`src/rtl/bit_serial_adder.sv`:
```
// Bit-serial unsigned adder: one full-adder step per clock, LSB first, with a registered carry loop.
// Define SERIAL_ADD_OVF_EN to add the registered two's-complement overflow output ovf.
module bit_serial_adder #(
  parameter int WIDTH = 8
) (
  input  logic             clk,
  input  logic             rst_n,
  input  logic             start,
  input  logic [WIDTH-1:0] a_in,
  input  logic [WIDTH-1:0] b_in,
  input  logic             cin,
  output logic             busy,
  output logic             done,
  output logic [WIDTH-1:0] sum_out,
  output logic             cout_out
`ifdef SERIAL_ADD_OVF_EN
  ,
  output logic             ovf
`endif
);

  localparam int CW = (WIDTH > 1) ? $clog2(WIDTH) : 1;
  localparam logic [CW-1:0] CNT_ZERO = CW'(0);
  localparam logic [CW-1:0] CNT_ONE  = CW'(1);
  localparam logic [CW-1:0] CNT_LAST = CW'(WIDTH - 1);

  typedef enum logic [0:0] {
    IDLE  = 1'b0,
    SHIFT = 1'b1
  } state_t;

  // The single 1-bit adder cell: returns {carry, sum}.
  function automatic logic [1:0] full_add(input logic a, input logic b, input logic c);
    return {(a & b) | (a & c) | (b & c), a ^ b ^ c};
  endfunction

  state_t             state_r;
  logic [WIDTH-1:0]   a_sh_r;
  logic [WIDTH-1:0]   b_sh_r;
  logic [WIDTH-1:0]   s_sh_r;
  logic               c_reg_r;
  logic [CW-1:0]      cnt_r;
  logic               busy_r;
  logic               done_r;
  logic [WIDTH-1:0]   sum_out_r;
  logic               cout_r;
  logic               sum_bit_s;
  logic               carry_s;
  logic [WIDTH-1:0]   s_next_s;
`ifdef SERIAL_ADD_OVF_EN
  logic               ovf_r;
`endif

  // Current adder step and the sum register as it will look after this step.
  always_comb begin
    {carry_s, sum_bit_s} = full_add(a_sh_r[0], b_sh_r[0], c_reg_r);
    s_next_s = {sum_bit_s, s_sh_r[WIDTH-1:1]};
  end

  // Sequencer: capture operands in IDLE, step one bit per clock in SHIFT, publish on the last bit.
  always_ff @(posedge clk or negedge rst_n) begin
    if (!rst_n) begin
      state_r   <= IDLE;
      a_sh_r    <= {WIDTH{1'b0}};
      b_sh_r    <= {WIDTH{1'b0}};
      s_sh_r    <= {WIDTH{1'b0}};
      c_reg_r   <= 1'b0;
      cnt_r     <= CNT_ZERO;
      busy_r    <= 1'b0;
      done_r    <= 1'b0;
      sum_out_r <= {WIDTH{1'b0}};
      cout_r    <= 1'b0;
`ifdef SERIAL_ADD_OVF_EN
      ovf_r     <= 1'b0;
`endif
    end else begin
      case (state_r)
        IDLE: begin
          done_r <= 1'b0;
          if (start) begin
            a_sh_r  <= a_in;
            b_sh_r  <= b_in;
            c_reg_r <= cin;
            cnt_r   <= CNT_ZERO;
            busy_r  <= 1'b1;
            state_r <= SHIFT;
          end else begin
            busy_r  <= 1'b0;
            state_r <= IDLE;
          end
        end
        SHIFT: begin
          s_sh_r  <= s_next_s;
          a_sh_r  <= {1'b0, a_sh_r[WIDTH-1:1]};
          b_sh_r  <= {1'b0, b_sh_r[WIDTH-1:1]};
          c_reg_r <= carry_s;
          if (cnt_r == CNT_LAST) begin
            // c_reg_r is the carry into the MSB here, carry_s the carry out of it.
            sum_out_r <= s_next_s;
            cout_r    <= carry_s;
`ifdef SERIAL_ADD_OVF_EN
            ovf_r     <= c_reg_r ^ carry_s;
`endif
            cnt_r     <= CNT_ZERO;
            done_r    <= 1'b1;
            busy_r    <= 1'b0;
            state_r   <= IDLE;
          end else begin
            cnt_r     <= cnt_r + CNT_ONE;
            done_r    <= 1'b0;
            busy_r    <= 1'b1;
            state_r   <= SHIFT;
          end
        end
        default: begin
          state_r <= IDLE;
          busy_r  <= 1'b0;
          done_r  <= 1'b0;
          cnt_r   <= CNT_ZERO;
        end
      endcase
    end
  end

  assign busy     = busy_r;
  assign done     = done_r;
  assign sum_out  = sum_out_r;
  assign cout_out = cout_r;
`ifdef SERIAL_ADD_OVF_EN
  assign ovf      = ovf_r;
`endif

endmodule

```
`config.mk`:
```
export PLATFORM = sky130hd
export DESIGN_NAME = bit_serial_adder
export DESIGN_NICKNAME = d
export VERILOG_FILES = /design/src/rtl/bit_serial_adder.sv
export SDC_FILE = /design/constraint.sdc
export NUM_CORES = 1
export LEC_CHECK = 0
export BUFFER_PORTS_ARGS = -buffer_cell sky130_fd_sc_hd__buf_4
export CORE_MARGIN = 2
export CORE_UTILIZATION = 35
export DETAILED_ROUTE_END_ITERATION = 6
export PLACE_DENSITY = 0.6
export SETUP_SLACK_MARGIN = 0.5
export SLEW_MARGIN = 20
export SYNTH_ARGS = -nofsm -noshare
export SYNTH_HDL_FRONTEND = slang
export SYNTH_SLANG_ARGS = --single-unit
```
`constraint.sdc`:
```
create_clock -name clk -period 1.6 [get_ports clk]
set_clock_uncertainty 0.15 [all_clocks]
set_input_delay 0.08 -clock clk [delete_from_list [all_inputs] [get_ports clk]]
set_output_delay 0.08 -clock clk [all_outputs]
set_load 0.1 [all_outputs]
```
==> flow_summary.yaml, run 1 <==
routing:
  ant_nets: 0
  routed_via_density: 4.762
  num_vias: 1181
  drt-pass1-iter-count: 4
  drt_iter0_markers: 66
  drt-total-wl_mm: 3.409
  drc: 0
  routedWlPerCell_um: 13.75
place:
  io_buffer_count: 30
  gp_congestion: 0.6616
  placed_area_mm2: 0.001934
  post-place-ws_ns: 0.07181
  dpl.hpwl_mm: 1.924
layout:
  diodes: 0
  nNetsFinal: 218
  mostFrequentLayoutCell: "buf_4"
  final_area_mm2: 0.002809
  most-common-layout-cells: "buf_4 (28), dfrtp_1 (27), mux2i_1 (18), dlygate4sd3_1 (18)"
  layout-drive-gt1-share: 0.6173
  fill_cells: 343
  syn_to_final_growth_pct: 70.72
job:
  cap_viol_max_count: 0
worst_setup_path:
  crit_chain: "ha_4 -> ha_4 -> nand2_8 -> mux2_4"
  critPathBufInv: 0
  cp.arrival_ns: 1.46
  crit_path_end_kind: "flip-flop"
  crit_type: "reg2reg"
  crit_slowest_cell: "dfrtp_1"
  worstPathRequired_ns: 1.62
  cp_slowest_stage_delay_ns: 0.42
  path_common_cell: "ha_4"
  crit_family: "flip-flops"
  startpoint_type: "flip-flop"
  worstPathMaxFanout: 5
status:
  status: "complete, no violations"
cts:
  insertion_delay_ns: 0.28
  cts.path.max_buffers: 2
  clock_sinks: 38
  cts_tree: "built"
  clk_pin_slew_ns: 0.07
  htree_levels: 2
  numCtsBuffers: 5
  root_buffer: "clkbuf_8"
grt:
  antenna_found_initial: 0
  grt_first_pass_wirelength_mm: 5.651
  grt_overflow: 0
  grt_max_degree: 39
  track_usage: 0.1403
  grt_pass1_vias: 1262
timing:
  final_hold_viol_count: 0
  setup_ws_ns: 0.1541
  final-setup-viol-count: 0
  setup_tns_ns: 0
  period_minus_slack_ns: 1.446
  slew_violations: 0
  fin_crit_sh: 0.9037
  maxSlewHeadroom: 0.6788
  tightest_slew_ns: 0.4818
  rsz0062_at_grt: "true"
  fmax_mhz: 691.6
synthesis:
  synth_top_area_cell: "dfrtp_1"
  synth_seq_cells: 38
  syn_nets: 145
  netlist_instances: 122
  synth_area_per_cell_um2: 13.49
  yosysTopAreaCellShare: 0.5779
  yosysWarningCount: 0
  synth.distinct_cells: 17
  synth_area_leaders: "dfrtp_1 (58%), mux2i_1 (11%), mux2_4 (8.2%), mux2_2 (4.8%), nand2_1 (3.4%)"
  syn_area_mm2: 0.001645
  yosysSeqAreaShare: 0.5779
floorplan:
  rows: 24
  die_area_mm2: 0.005266
  die_h_um: 72.57
  die_w_um: 72.57
  initial_core_util: 0.3702
  ioPinCount: 31
  coreArea_mm2: 0.004444
hold_path:
  hp-class: "in2reg"
power_and_ir_drop:
  p_leak_nw: 1.350
  vdd.ir_drop.worst_mv: 1.018
  p_per_area_mw_per_mm2: 2172
[routing by layer]
layer / part of all wire / track usage / up-vias / wire (µm)
met5: 0 / 0 / - / 0
met2: 0.52 / 0.2253 / 29 / 1782
met3: 0.033 / 0.04444 / 3 / 114
li1: - / - / 570 / -
met4: 0.0047 / 0.03704 / 0 / 16
met1: 0.44 / 0.1841 / 579 / 1496
[registers in the layout, indices dropped and copies added (netlist names)]
register  cells
busy          1
b_sh_r        8
s_sh_r        7
a_sh_r        8
cnt_r         3
c_reg_r       1
cout_out      1
done          1
sum_out       8
[worst paths after layout]
path                                start         end  slack, ns  cells past startpoint
worst min-delay path                start        busy       0.05                      3
worst max register to register   cnt_r[1]  sum_out[3]       0.15                      4
worst min register to register  a_sh_r[5]   a_sh_r[4]       0.35                      2
worst max-delay path             cnt_r[1]  sum_out[3]       0.15                      4
min in group asynchronous           rst_n    cout_out       0.16                      2
max in group asynchronous           rst_n        busy       0.77                      2
[worst register-to-register path, stage by stage, from the launching register on]
cell     delay [ns]
dfrtp_1        0.42
ha_4           0.18
ha_4           0.19
nand2_8        0.10
mux2_4         0.29
[cells by family after synthesis]
family / count (synthesis) / share of synthesized area
flops: 38 / 0.5779
mux: 34 / 0.2395
compound gates: 18 / 0.06160
simple gates: 20 / 0.05018
buf+inv: 9 / 0.04334
fa+ha+maj: 3 / 0.02737
[final cells by class]
type	count	area [µm²]	area share
flip-flops and latches	38	967.2	0.3443
inverters	2	7.507	0.002673
multi-input cells	76	833.3	0.2967
clock buffers	7	86.33	0.03074
well taps	52	65.06	0.02316
repair buffers	72	844.6	0.3007
clock inverters	1	5.005	0.001782
[power breakdown]
part	internal [mW]	switching, mW
Clock	0.347	0.312
Sequential	1.39	0.370
Combinational	1.87	1.81
[through the flow]
| stage | total power, mW | cells | util | hold WS [ns] |
|---|---|---|---|---|
| after global placement | 3.850 | 198 | 0.4352 | -0.07961 |
| final | 6.100 | 248 | 0.6320 | 0.05352 |
| after global routing | 6.419 | 248 | 0.6320 | 0.07293 |
| after floorplan | 3.501 | 122 | - | -0.3656 |
| after CTS | 5.640 | 244 | 0.5839 | 0.03904 |
| after detailed placement | 3.926 | 198 | 0.4352 | -0.07681 |
[cell usage after synthesis]
cell and number:
mux2i_1 18, mux2_2 7, buf_8 1, buf_6 3, nand2_4 1, buf_2 2, nor2_1 4, nand2_1 15
clkbuf_2 1, dfrtp_1 38, a22o_1 3, ha_1 2, inv_1 2, mux2_4 9, o21ai_1 7, fa_1 1
o21ai_0 8
[timing repair]
action	in CTS	in global routing
pin swaps	4	11
resized for setup	53	44
buffers inserted	16	4
endpoints found under the hold margin	55	0
gates cloned	4	0
hold buffers	18	0
setup endpoints to repair	47	49
Note: power is estimated with default switching activity, not from simulation.
==> run 2, diff against run 1 <==
--- a/config.mk
+++ b/config.mk
@@ -9,7 +9,7 @@
 export CORE_MARGIN = 2
 export CORE_UTILIZATION = 35
 export DETAILED_ROUTE_END_ITERATION = 6
-export PLACE_DENSITY = 0.6
+export PLACE_DENSITY = 0.58
 export SETUP_SLACK_MARGIN = 0.5
 export SLEW_MARGIN = 20
 export SYNTH_ARGS = -nofsm -noshare
==> constraint.sdc (replaced) <==
create_clock -name clk -period 1.4 [get_ports clk]
set_clock_uncertainty 0.15 [all_clocks]
set_input_delay 0.07 -clock clk [delete_from_list [all_inputs] [get_ports clk]]
set_output_delay 0.07 -clock clk [all_outputs]
set_load 0.1 [all_outputs]
==> run 2 against run 1 <==
The flow now finishes with violations (hold timing, setup timing). Worst setup slack got worse by 0.21 ns. Clock power increased by 16%. Via count decreased by 7.1%. Combinational power decreased by 7.1%. Count of clock-buffer cells in the layout unchanged. Power increased by 1.9%. Sequential cell count unchanged. Global-route usage decreased by 1.3 points. Cell count decreased by 8.9%. Critical endpoint is now sum_out[6]. Largest power group unchanged. Highest routed layer unchanged.
==> flow_summary.yaml, run 2 (synthesized netlist as in run 1, its figures left out) <==
floorplan:
  die_w_um: 72.57
  rows: 24
  coreArea_mm2: 0.004444
  die_area_mm2: 0.005266
  initial_core_util: 0.3702
  ioPinCount: 31
  die_h_um: 72.57
hold_path:
  hold_depth: 3
  hp-start: "a_in[2]"
  hp-class: "in2reg"
  min_to: "a_sh_r[2]"
status:
  violations: "hold timing, setup timing"
  status: "finished, violations left"
worst_setup_path:
  regToRegStartpoint: "cnt_r[0]"
  r2r_slack_ns: -0.06
  worstPathRequired_ns: 1.42
  startpoint_type: "flip-flop"
  cp.arrival_ns: 1.48
  worstPathMaxFanout: 5
  critPathLaunch: "cnt_r[0]"
  r2r-end: "sum_out[6]"
  ff2ff_path_depth: 4
  crit_path_end_kind: "flip-flop"
  crit_type: "reg2reg"
timing:
  tightest_slew_ns: 0.3460
  period_minus_slack_ns: 1.459
  final-setup-viol-count: 11
  maxSlewHeadroom: 0.7694
  hold_slack_ns: -0.08428
  final_hold_viol_count: 13
  setup_ws_ns: -0.05852
  rsz0062_at_grt: "true"
  fmax_mhz: 685.6
  slew_violations: 0
  fin_crit_sh: 1.042
  setup_tns_ns: -0.4940
cts:
  cts.path.max_buffers: 2
  cts_tree: "built"
  clk_pin_slew_ns: 0.07
  insertion_delay_ns: 0.29
  clock_sinks: 38
  htree_levels: 2
  root_buffer: "clkbuf_8"
  cts_hold_buf: 5
  numCtsBuffers: 5
grt:
  grt_overflow: 0
  grt_first_pass_wirelength_mm: 5.175
  track_usage: 0.1273
  grt_max_degree: 39
  antenna_found_initial: 0
  grt_pass1_vias: 1147
layout:
  mostFrequentLayoutCell: "buf_4"
  instances_no_fill: 226
  syn_to_final_growth_pct: 49.51
  most-common-layout-cells: "buf_4 (30), dfrtp_1 (27), mux2i_1 (18)"
  diodes: 0
  layout-drive-gt1-share: 0.5920
  nNetsFinal: 196
place:
  gp_congestion: 0.6517
  placed_cells: 204
  io_buffer_count: 30
  dpl.hpwl_mm: 1.989
routing:
  routed_via_density: 4.854
  routedWlPerCell_um: 13.44
  drt-pass1-iter-count: 4
  ant_nets: 0
  drt-total-wl_mm: 3.038
  num_vias: 1097
  drc: 0
  drt_iter0_markers: 29
power_and_ir_drop:
  p_per_area_mw_per_mm2: 2528
  fin_total_pwr_mw: 6.219
  vdd.ir_drop.worst_mv: 1.019
  p_leak_nw: 1.192
job:
  cap_viol_max_count: 0
run 2: changes by cell type in the layout (fill, tap and decap cells not counted), moves of 3 or more:
cell           before  now
dlygate4sd3_1      18    5
o21ai_2            13    5
buf_6               9    2
o21ai_0             0    5
buf_16              3    0
nand2_4             8    5
o21ai_1             2    5
run 2: worst max-delay path by stage:
| stage | slack (ns) | to | depth (start not counted) |
|---|---|---|---|
| floorplan | -0.09 | s_sh_r[4] | 3 |
| global placement | -0.07 | sum_out[0] | 4 |
| detailed placement | -0.1 | sum_out[6] | 4 |
| CTS | -0.07 | sum_out[4] | 4 |
| global route | -0.10 | sum_out[7] | 4 |
| finish | -0.06 | sum_out[6] | 4 |
run 2: report_power, final:
group	internal (mW)	switching (mW)
sequential	1.59	0.440
clock	0.397	0.366
combinational	1.64	1.78
run 2: layout make-up:
cell class | count | area [µm²]
tap | 52 | 65.06
fill | 385 | 1984
clock inverter | 1 | 5.005
timing repair buffer | 50 | 558.0
clock buffer | 7 | 86.33
sequential | 38 | 967.2
multi-input combinational | 76 | 770.7
inverter | 2 | 7.507
run 2: what timing repair did:
action,4_1_cts,5_1_grt
buffers inserted,8,0
endpoints found under the hold margin,55,13
gates cloned,1,0
endpoints found under the setup margin,49,59
pin swaps,10,6
gates resized for setup,54,13
run 2: stage by stage:
stage	setup slack, ns	area (µm²)	util
floorplan	-0.09330	1695	-
CTS	-0.07121	2404	0.5408
finish	-0.05852	2460	0.5535
global placement	-0.06589	1992	0.4482
detailed placement	-0.09547	1992	0.4482
global route	-0.1048	2460	0.5535
run 2: worst max-delay path: stages (launching register included):
cell     delay [ns]
dfrtp_1        0.39
ha_2           0.20
ha_4           0.20
nand2_8        0.10
mux2_4         0.30
run 2: layer usage:
metal | wire length [µm] | vias up | global-route usage
met1 | 1320 | 537 | 0.1560
met3 | 149 | 8 | 0.03750
met2 | 1530 | 28 | 0.2111
met5 | 0 | - | 0
met4 | 38 | 0 | 0.04938
li1 | - | 524 | -
